--- src/rtl/gpio_bus_arbiter_if.sv ---
// Bundle of signals between the GPIO bus arbiter, its requesters and the GPIO register port.
// The "slave" modport is the arbiter's view. The "master" modport is the surrounding system:
// the requesters plus the peripheral's read-data return.
interface gpio_bus_arbiter_if #(
    parameter int NUM_REQ = 2
);
    logic [NUM_REQ-1:0]    req_valid;
    logic [NUM_REQ-1:0]    req_wr;
    logic [32*NUM_REQ-1:0] req_addr;
    logic [32*NUM_REQ-1:0] req_wdata;
    logic [NUM_REQ-1:0]    req_ack;
    logic [31:0]           req_rdata;
    logic                  p_cs;
    logic                  p_wr;
    logic [31:0]           p_addr;
    logic [31:0]           p_wdata;
    logic [31:0]           p_rdata;
    logic                  busy;
    logic [1:0]            grant_id;

    modport slave (
        input  req_valid, req_wr, req_addr, req_wdata, p_rdata,
        output req_ack, req_rdata, p_cs, p_wr, p_addr, p_wdata, busy, grant_id
    );

    modport master (
        output req_valid, req_wr, req_addr, req_wdata, p_rdata,
        input  req_ack, req_rdata, p_cs, p_wr, p_addr, p_wdata, busy, grant_id
    );
endinterface

--- src/rtl/gpio_bus_arbiter.sv ---
// GPIO bus arbiter: serialises NUM_REQ (2..4) requesters onto the single GPIO register port.
// One peripheral access per grant (IDLE -> ACCESS -> RESP), read data registered with the ack.
// Selection is round-robin by default; define GPIO_ARB_FIXED_PRIO_EN for fixed priority
// (lowest index wins).
module gpio_bus_arbiter #(
    parameter int NUM_REQ = 2
) (
    input logic               clk,
    input logic               reset,
    gpio_bus_arbiter_if.slave bus
);
    typedef enum logic [1:0] {StIdle, StAccess, StResp} state_t;

    state_t               state;
    logic                 found;
    logic [1:0]           grant_sel;
    logic                 sel_wr;
    logic [31:0]          sel_addr;
    logic [31:0]          sel_wdata;
    logic [NUM_REQ-1:0]   ack_onehot;

    logic [NUM_REQ-1:0]   req_ack;
    logic [31:0]          req_rdata;
    logic                 p_cs;
    logic                 p_wr;
    logic [31:0]          p_addr;
    logic [31:0]          p_wdata;
    logic                 busy;
    logic [1:0]           grant_id;

`ifdef GPIO_ARB_FIXED_PRIO_EN
    // Fixed priority: the lowest-index active requester wins.
    always_comb begin
        found     = |bus.req_valid;
        grant_sel = '0;
        for (int i = NUM_REQ - 1; i >= 0; i--) begin
            if (bus.req_valid[i]) grant_sel = 2'(i);
        end
    end
`else
    logic [1:0] last_grant;
    logic       hi_found;
    logic [1:0] hi_sel;
    logic       lo_found;
    logic [1:0] lo_sel;

    // Remember the last winner; reset value makes requester 0 win the first contest.
    always_ff @(posedge clk or posedge reset) begin
        if (reset) begin
            last_grant <= 2'(NUM_REQ - 1);
        end else if (state == StIdle && found) begin
            last_grant <= grant_sel;
        end
    end

    // Round-robin: first active index above last_grant, else wrap to the lowest active index.
    always_comb begin
        hi_found = 1'b0;
        hi_sel   = '0;
        lo_found = 1'b0;
        lo_sel   = '0;
        for (int i = 0; i < NUM_REQ; i++) begin
            if (bus.req_valid[i] && i > int'(last_grant) && !hi_found) begin
                hi_found = 1'b1;
                hi_sel   = 2'(i);
            end
            if (bus.req_valid[i] && !lo_found) begin
                lo_found = 1'b1;
                lo_sel   = 2'(i);
            end
        end
        found     = hi_found | lo_found;
        grant_sel = hi_found ? hi_sel : lo_sel;
    end
`endif

    // Route the selected requester's command fields.
    always_comb begin
        sel_wr    = 1'b0;
        sel_addr  = '0;
        sel_wdata = '0;
        for (int i = 0; i < NUM_REQ; i++) begin
            if (grant_sel == 2'(i)) begin
                sel_wr    = bus.req_wr[i];
                sel_addr  = bus.req_addr[32*i +: 32];
                sel_wdata = bus.req_wdata[32*i +: 32];
            end
        end
    end

    // One-hot ack for the requester currently holding the grant.
    always_comb begin
        ack_onehot = '0;
        for (int i = 0; i < NUM_REQ; i++) begin
            ack_onehot[i] = (grant_id == 2'(i));
        end
    end

    // Access FSM with registered outputs; p_addr/p_wdata hold their values while idle.
    always_ff @(posedge clk or posedge reset) begin
        if (reset) begin
            state     <= StIdle;
            req_ack   <= '0;
            req_rdata <= '0;
            p_cs      <= 1'b0;
            p_wr      <= 1'b0;
            p_addr    <= '0;
            p_wdata   <= '0;
            busy      <= 1'b0;
            grant_id  <= '0;
        end else begin
            unique case (state)
                StIdle: begin
                    if (found) begin
                        p_wr     <= sel_wr;
                        p_addr   <= sel_addr;
                        p_wdata  <= sel_wdata;
                        p_cs     <= 1'b1;
                        grant_id <= grant_sel;
                        busy     <= 1'b1;
                        state    <= StAccess;
                    end
                end
                StAccess: begin
                    // Same edge that commits a write, so a write returns the old value.
                    req_rdata <= bus.p_rdata;
                    req_ack   <= ack_onehot;
                    p_cs      <= 1'b0;
                    p_wr      <= 1'b0;
                    state     <= StResp;
                end
                StResp: begin
                    req_ack <= '0;
                    busy    <= 1'b0;
                    state   <= StIdle;
                end
                default: state <= StIdle;
            endcase
        end
    end

    assign bus.req_ack   = req_ack;
    assign bus.req_rdata = req_rdata;
    assign bus.p_cs      = p_cs;
    assign bus.p_wr      = p_wr;
    assign bus.p_addr    = p_addr;
    assign bus.p_wdata   = p_wdata;
    assign bus.busy      = busy;
    assign bus.grant_id  = grant_id;
endmodule
--- src/flat_wrapper.sv ---
// flat-port wrapper written by rule: the top's interface ports become plain ports
module gpio_bus_arbiter_flat 
#(
    parameter int NUM_REQ = 2
)
  (clk, reset, bus_req_valid, bus_req_wr, bus_req_addr, bus_req_wdata, bus_p_rdata, bus_req_ack, bus_req_rdata, bus_p_cs, bus_p_wr, bus_p_addr, bus_p_wdata, bus_busy, bus_grant_id);
  gpio_bus_arbiter_if #(.NUM_REQ(NUM_REQ)) bus_i ();
  input logic clk;
  input logic reset;
  input wire logic [$bits(bus_i.req_valid)-1:0] bus_req_valid;
  input wire logic [$bits(bus_i.req_wr)-1:0] bus_req_wr;
  input wire logic [$bits(bus_i.req_addr)-1:0] bus_req_addr;
  input wire logic [$bits(bus_i.req_wdata)-1:0] bus_req_wdata;
  input wire logic [$bits(bus_i.p_rdata)-1:0] bus_p_rdata;
  output wire logic [$bits(bus_i.req_ack)-1:0] bus_req_ack;
  output wire logic [$bits(bus_i.req_rdata)-1:0] bus_req_rdata;
  output wire logic [$bits(bus_i.p_cs)-1:0] bus_p_cs;
  output wire logic [$bits(bus_i.p_wr)-1:0] bus_p_wr;
  output wire logic [$bits(bus_i.p_addr)-1:0] bus_p_addr;
  output wire logic [$bits(bus_i.p_wdata)-1:0] bus_p_wdata;
  output wire logic [$bits(bus_i.busy)-1:0] bus_busy;
  output wire logic [$bits(bus_i.grant_id)-1:0] bus_grant_id;
  assign bus_i.req_valid = bus_req_valid;
  assign bus_i.req_wr = bus_req_wr;
  assign bus_i.req_addr = bus_req_addr;
  assign bus_i.req_wdata = bus_req_wdata;
  assign bus_i.p_rdata = bus_p_rdata;
  assign bus_req_ack = bus_i.req_ack;
  assign bus_req_rdata = bus_i.req_rdata;
  assign bus_p_cs = bus_i.p_cs;
  assign bus_p_wr = bus_i.p_wr;
  assign bus_p_addr = bus_i.p_addr;
  assign bus_p_wdata = bus_i.p_wdata;
  assign bus_busy = bus_i.busy;
  assign bus_grant_id = bus_i.grant_id;
  gpio_bus_arbiter #(.NUM_REQ(NUM_REQ)) u_core (.clk(clk), .reset(reset), .bus(bus_i));
endmodule
--- config.mk ---
export PLATFORM = sky130hd
export DESIGN_NAME = gpio_bus_arbiter_flat
export DESIGN_NICKNAME = d
export VERILOG_FILES = /design/src/rtl/gpio_bus_arbiter_if.sv /design/src/rtl/gpio_bus_arbiter.sv /design/src/flat_wrapper.sv
export SDC_FILE = /design/constraint.sdc
export NUM_CORES = 1
export LEC_CHECK = 0
export CAP_MARGIN = 5
export CORE_AREA = 3 3 146 91
export DETAILED_ROUTE_END_ITERATION = 8
export DIE_AREA = 0 0 149 94
export HOLD_SLACK_MARGIN = 0.12
export PLACE_DENSITY = 0.84
export SYNTH_ARGS = -nofsm -noshare
export SYNTH_HDL_FRONTEND = slang
export SYNTH_SLANG_ARGS = --single-unit
--- constraint.sdc ---
create_clock -name clk -period 3.5 [get_ports clk]
set_input_delay 0.35 -clock clk [delete_from_list [all_inputs] [get_ports clk]]
set_output_delay 0.35 -clock clk [all_outputs]
set_load 0.005 [all_outputs]
Word-level counts from Yosys, hierarchy flattened --
Index checks and enable logic that the tools add are counted.
Cells by class: multiplexer cells 20, equal/unequal tests 5, bitwise gates (word level) 1, $lt $le $gt $ge 1, reductions and logical operators 13
Operators by type and width (number):
- 2-to-1 mux 32 bit | 4
- 2-to-1 mux 1 bit | 10
- one-hot mux 2 bit (2 select lines) | 2
- equality test 2 x 1 -> 1 bit, second input constant | 3
- logical NOT 2 bit | 3
- one-hot mux 1 bit (2 select lines) | 3
- AND reduction 2 bit | 3
- nonzero test 2 bit | 3
- logical AND 1 bit | 3
- equality test 2 bit, second input constant | 1
- greater-than comparator 1 x 2 -> 1 bit, first input constant | 1
- 2-to-1 mux 2 bit | 1
- inequality test 2 x 1 -> 1 bit, second input constant | 1
- logical NOT 1 bit | 1
- bitwise OR 1 bit | 1
Storage, ports and cells: word-level logic and storage cells 50, input port bits 166, flip-flop bits (word level) 107, output and inout bits 103

Logic depth before layout (Yosys ltp) --
depth after elaboration 10, mapped depth 7, mapped depth without buffers 5

Least setup slack after synthesis --
Ideal clock, no wire load.
path type reg-to-reg, start point register u_core.state[0], end point register u_core.state[0], required time 3375 ps, clock period less this slack 1643 ps, arrival time 1518 ps, path slack 1857 ps, setup time 125 ps, cell stages (with the launch flop) 5, path buffers 0, cell sequence dfrtp_1 > inv_1 > ha_1 > nor3b_1 > mux2_2
Between the ends: cells in the longest elaborated chain, start to end 2, elaborated cells between the ends (all ways) 4, classes of those cells eq/ne (2); mux (1); reduce/logical (1)
RTL lines:
- from (decl) | RTL line gpio_bus_arbiter.sv:14 | state_t state;
- from (signal assigned) | RTL line gpio_bus_arbiter.sv:102 | state <= StIdle;
- from (signal assigned) | RTL line gpio_bus_arbiter.sv:121 | state <= StAccess;
- from (signal assigned) | RTL line gpio_bus_arbiter.sv:130 | state <= StResp;
- equality test 2 x 1 -> 1 bit or logical NOT 2 bit (tied branches) | RTL line gpio_bus_arbiter.sv:112 | unique case (state)
- one-hot mux 2 bit (2 select lines) or inequality test 2 x 1 -> 1 bit (tied branches)
Parallel ways exist; a longest one is shown, timed or not. A chain may end at the register's enable or synchronous reset.

Worst setup path after layout --
start point register u_core.state[1], end point register u_core.state[0]
Same word-level chain as after synthesis.

==> summary.txt <==
Status
  – Status: finished, final reports clean

STA
  – Skew final: 0.009136 ns
  – Fin Hold WS: 0.4820 ns
  – Crit share post-route: 0.5948
  – Setup TNS: 0 ns
  – Final number of setup-violating endpoints: 0
  – Final Slew Violations: 0
  – Max Clk Rate: 480.4 MHz
  – RSZ-0062 raised after global routing: no
  – Worst Max-Slew Pin Slew: 0.8813 ns
  – Hold Violations, Final: 0
  – Slew headroom: 0.4125
  – Min Tclk post-route: 2.082 ns

Layout
  – Register area: 2629 um^2
  – Antenna Cells: 0
  – Most common library cell in the layout ignoring fill and taps: clkdlybuf4s50_1
  – Nets@finish: 813
  – Fill count: 934
  – Share of cells above drive strength 1: 0.09722
  – Multi-input gate area: 1782 um^2
  – Post-route cell area: 7641 um^2
  – Area growth from synthesis to layout: 67.50%
  – Most frequent cells in the layout: clkdlybuf4s50_1, dfrtp_1, o21ai_0
  – Fin cells: 813
  – Fin util: 0.6355

Pwr
  – Combinational Power Share: 0.469
  – Power per cell area: 771.5 nW/um^2
  – Reg power frac: 0.366
  – Max IR drop VDD: 0.4188 mV
  – Internal power: 4.014 mW
  – Switching share of power: 0.3191
  – Switching Power: 1.881 mW
  – Clock Power Share: 0.165
  – Pleak: 3.226 nW

Clock network
  – H-Tree Level Count: 3
  – Clock root cell: clkbuf_16
  – CTS sink cnt: 105
  – CTS Buffer Depth: 2
  – Worst-path clk slew: 0.07 ns
  – TritonCTS Buffers: 9
  – Post-CTS Hold Buffers: 0
  – Post_cts resized: 0
  – CTS tree: yes
  – Clk Latency, worst-skew pair: 0.34 ns
  – Postcts setup bufs: 0

Placement
  – Gpl congestion: 0.7954
  – DP Area: 7356 um^2
  – # port buffers: 267
  – DP HPWL: 10.46 mm
  – DP Cell Count: 797

Critical path
  – Critical Path RT: 3.72 ns
  – Reg2reg path depth: 4
  – Worst Setup End Kind: register
  – R2r startpoint: u_core.state[1]$_DFFE_PP0P_
  – Bufs and invs on worst path: 1
  – Critical-path cell list: inv_1 > ha_1 > nor3b_1 > mux2_2
  – Crit path max-delay family: simple AND/OR/NAND/NOR gates
  – CP startpoint kind: register
  – Critical Path AT: 2.30 ns
  – FF-to-FF End: u_core.state[0]$_DFFE_PP0P_
  – Crit Path Class: register to register
  – CP max FO: 6
  – Worst path max stage delay: 0.68 ns
  – Crit-path slowest cell: nor3b_1
  – CP Depth: 4
  – CP Launch Point: u_core.state[1]$_DFFE_PP0P_
  – Register-to-register setup slack: 1.42 ns
  – Crit path capture: u_core.state[0]$_DFFE_PP0P_

GRT
  – Global-route wire length before repair: 21.07 mm
  – GRT Util Overall: 0.1917
  – Largest net degree at the start of global routing: 70
  – Antenna violations before repair: 0
  – Grt total ovfl: 0
  – Vias in the first global route: 3981

Yosys
  – Post-synth cell types: 25
  – Post-synthesis sequential area ratio: 0.5762
  – Seq cells post-synth: 105
  – Synth Instances: 385
  – Synthesized Nets: 555
  – Post-synthesis average cell area: 11.85 um^2
  – Synth warnings: 0
  – Mapped Area: 4562 um^2

Floorplanning
  – I/O Pins: 269
  – Initial core utilization: 0.3794
  – Core area: 12020 um^2
  – Die Y-Extent: 94 um
  – Die X-Extent: 149 um
  – Rows: 31
  – Total die area: 14010 um^2

Detailed routing
  – TritonRoute pass-1 iters: 4
  – Vias per cell: 4.658
  – Wire per inst: 16.78 um
  – Antenna-violating nets left: 0
  – Routed vias: 3787
  – DRC: 0
  – DRT Wirelength: 13.64 mm
  – Iter 0 DRT Violations: 109

Hold path
  – Hold Path Cell Cnt: 2
  – Worst Hold Class: register to register

Job
  – Total of max-cap violations: 0
-- routing by layer --
layer	GRT usage	vias to the layer above	share of wire	wire, um
met5	0	-	0	0
li1	-	1839	-	-
met4	0.04189	0	0.0073	99
met1	0.2203	1786	0.39	5373
met2	0.3302	156	0.49	6733
met3	0.08824	6	0.11	1435
-- per-stage QoR --
stage          total power [mW]  worst slack, ns
2_1_floorplan             3.316           0.3911
3_3_place_gp              4.865            1.279
3_5_place_dp              4.990            1.226
4_1_cts                   5.988            1.406
5_1_grt                   6.299            1.321
6_report                  5.895            1.418
-- cell usage after synthesis, drive strengths merged --
library cell / number / area (um^2)
dfrtp: 104 / 2603
clkbuf: 6 / 25.02
conb: 1 / 3.750
nor3b: 1 / 7.510
mux2i: 65 / 650.6
a31oi: 1 / 6.260
o41ai: 1 / 8.760
a22oi: 1 / 7.510
mux2: 35 / 394.1
a21oi: 1 / 5.000
a22o: 1 / 8.760
dfstp: 1 / 26.28
o21ai: 68 / 340.3
nand2: 65 / 244.0
ha: 4 / 50.05
inv: 5 / 18.77
buf: 20 / 128.9
nor2: 2 / 7.510
a31o: 1 / 8.760
a21boi: 1 / 11.26
nor2b: 1 / 6.260
-- power by group through the flow --
stage | combinational [mW] | sequential (mW) | clock [mW]
after CTS | 2.82 | 2.16 | 1.00
after floorplan | 1.12 | 2.20 | 0
final | 2.77 | 2.16 | 0.972
after detailed placement | 2.81 | 2.18 | 0
after global placement | 2.72 | 2.14 | 0
after global routing | 3.02 | 2.23 | 1.05
-- flip-flops by register name (all words and copies together) (netlist names) --
register and count:
u_core.bus.busy 1, u_core.bus.p_cs 1, u_core.last_grant 1, u_core.bus.req_rdata 32, u_core.bus.grant_id 1, u_core.bus.req_ack 2
u_core.bus.p_addr 32, u_core.bus.p_wdata 32, u_core.state 2, u_core.bus.p_wr 1
-- worst min-delay path, delay by kind of cell, from the launching register on --
family | cells | cell delay [ns]
compound gates | 1 | 0.06
flops | 1 | 0.34
simple gates | 1 | 0.05
-- logic make-up after synthesis --
family                   after synthesis  synth area share
AO/OA/AOI/OAI                         75           0.08695
adder cells (fa/ha/maj)                4           0.01097
buffers and inverters                 31           0.03785
flip-flops                           105            0.5762
multiplexers                         100            0.2290
other                                  1         0.0008220
AND/OR/NAND/NOR                       69           0.05815
-- worst min path at each step --
stage	start	end	slack, ns
after floorplan	bus_req_valid[0]	u_core.last_grant[0]$_DFFE_PP1P_	0.41
after global placement	u_core.bus.p_addr[10]$_DFFE_PP0P_	u_core.bus.p_addr[10]$_DFFE_PP0P_	0.46
after detailed placement	u_core.bus.p_addr[27]$_DFFE_PP0P_	u_core.bus.p_addr[27]$_DFFE_PP0P_	0.47
after CTS	u_core.bus.p_addr[27]$_DFFE_PP0P_	u_core.bus.p_addr[27]$_DFFE_PP0P_	0.49
after global routing	u_core.bus.p_wdata[20]$_DFFE_PP0P_	u_core.bus.p_wdata[20]$_DFFE_PP0P_	0.51
final	u_core.bus.p_addr[27]$_DFFE_PP0P_	u_core.bus.p_addr[27]$_DFFE_PP0P_	0.48
-- final cells by class --
cell class,count,area share
Multi-Input combinational cell,249,0.2332
Clock buffer,9,0.02947
Clock inverter,7,0.007860
Tap cell,165,0.02702
Sequential cell,105,0.3440
Inverter,5,0.002784
Timing Repair Buffer,273,0.3557
Note: power is estimated with default switching activity, not from simulation.
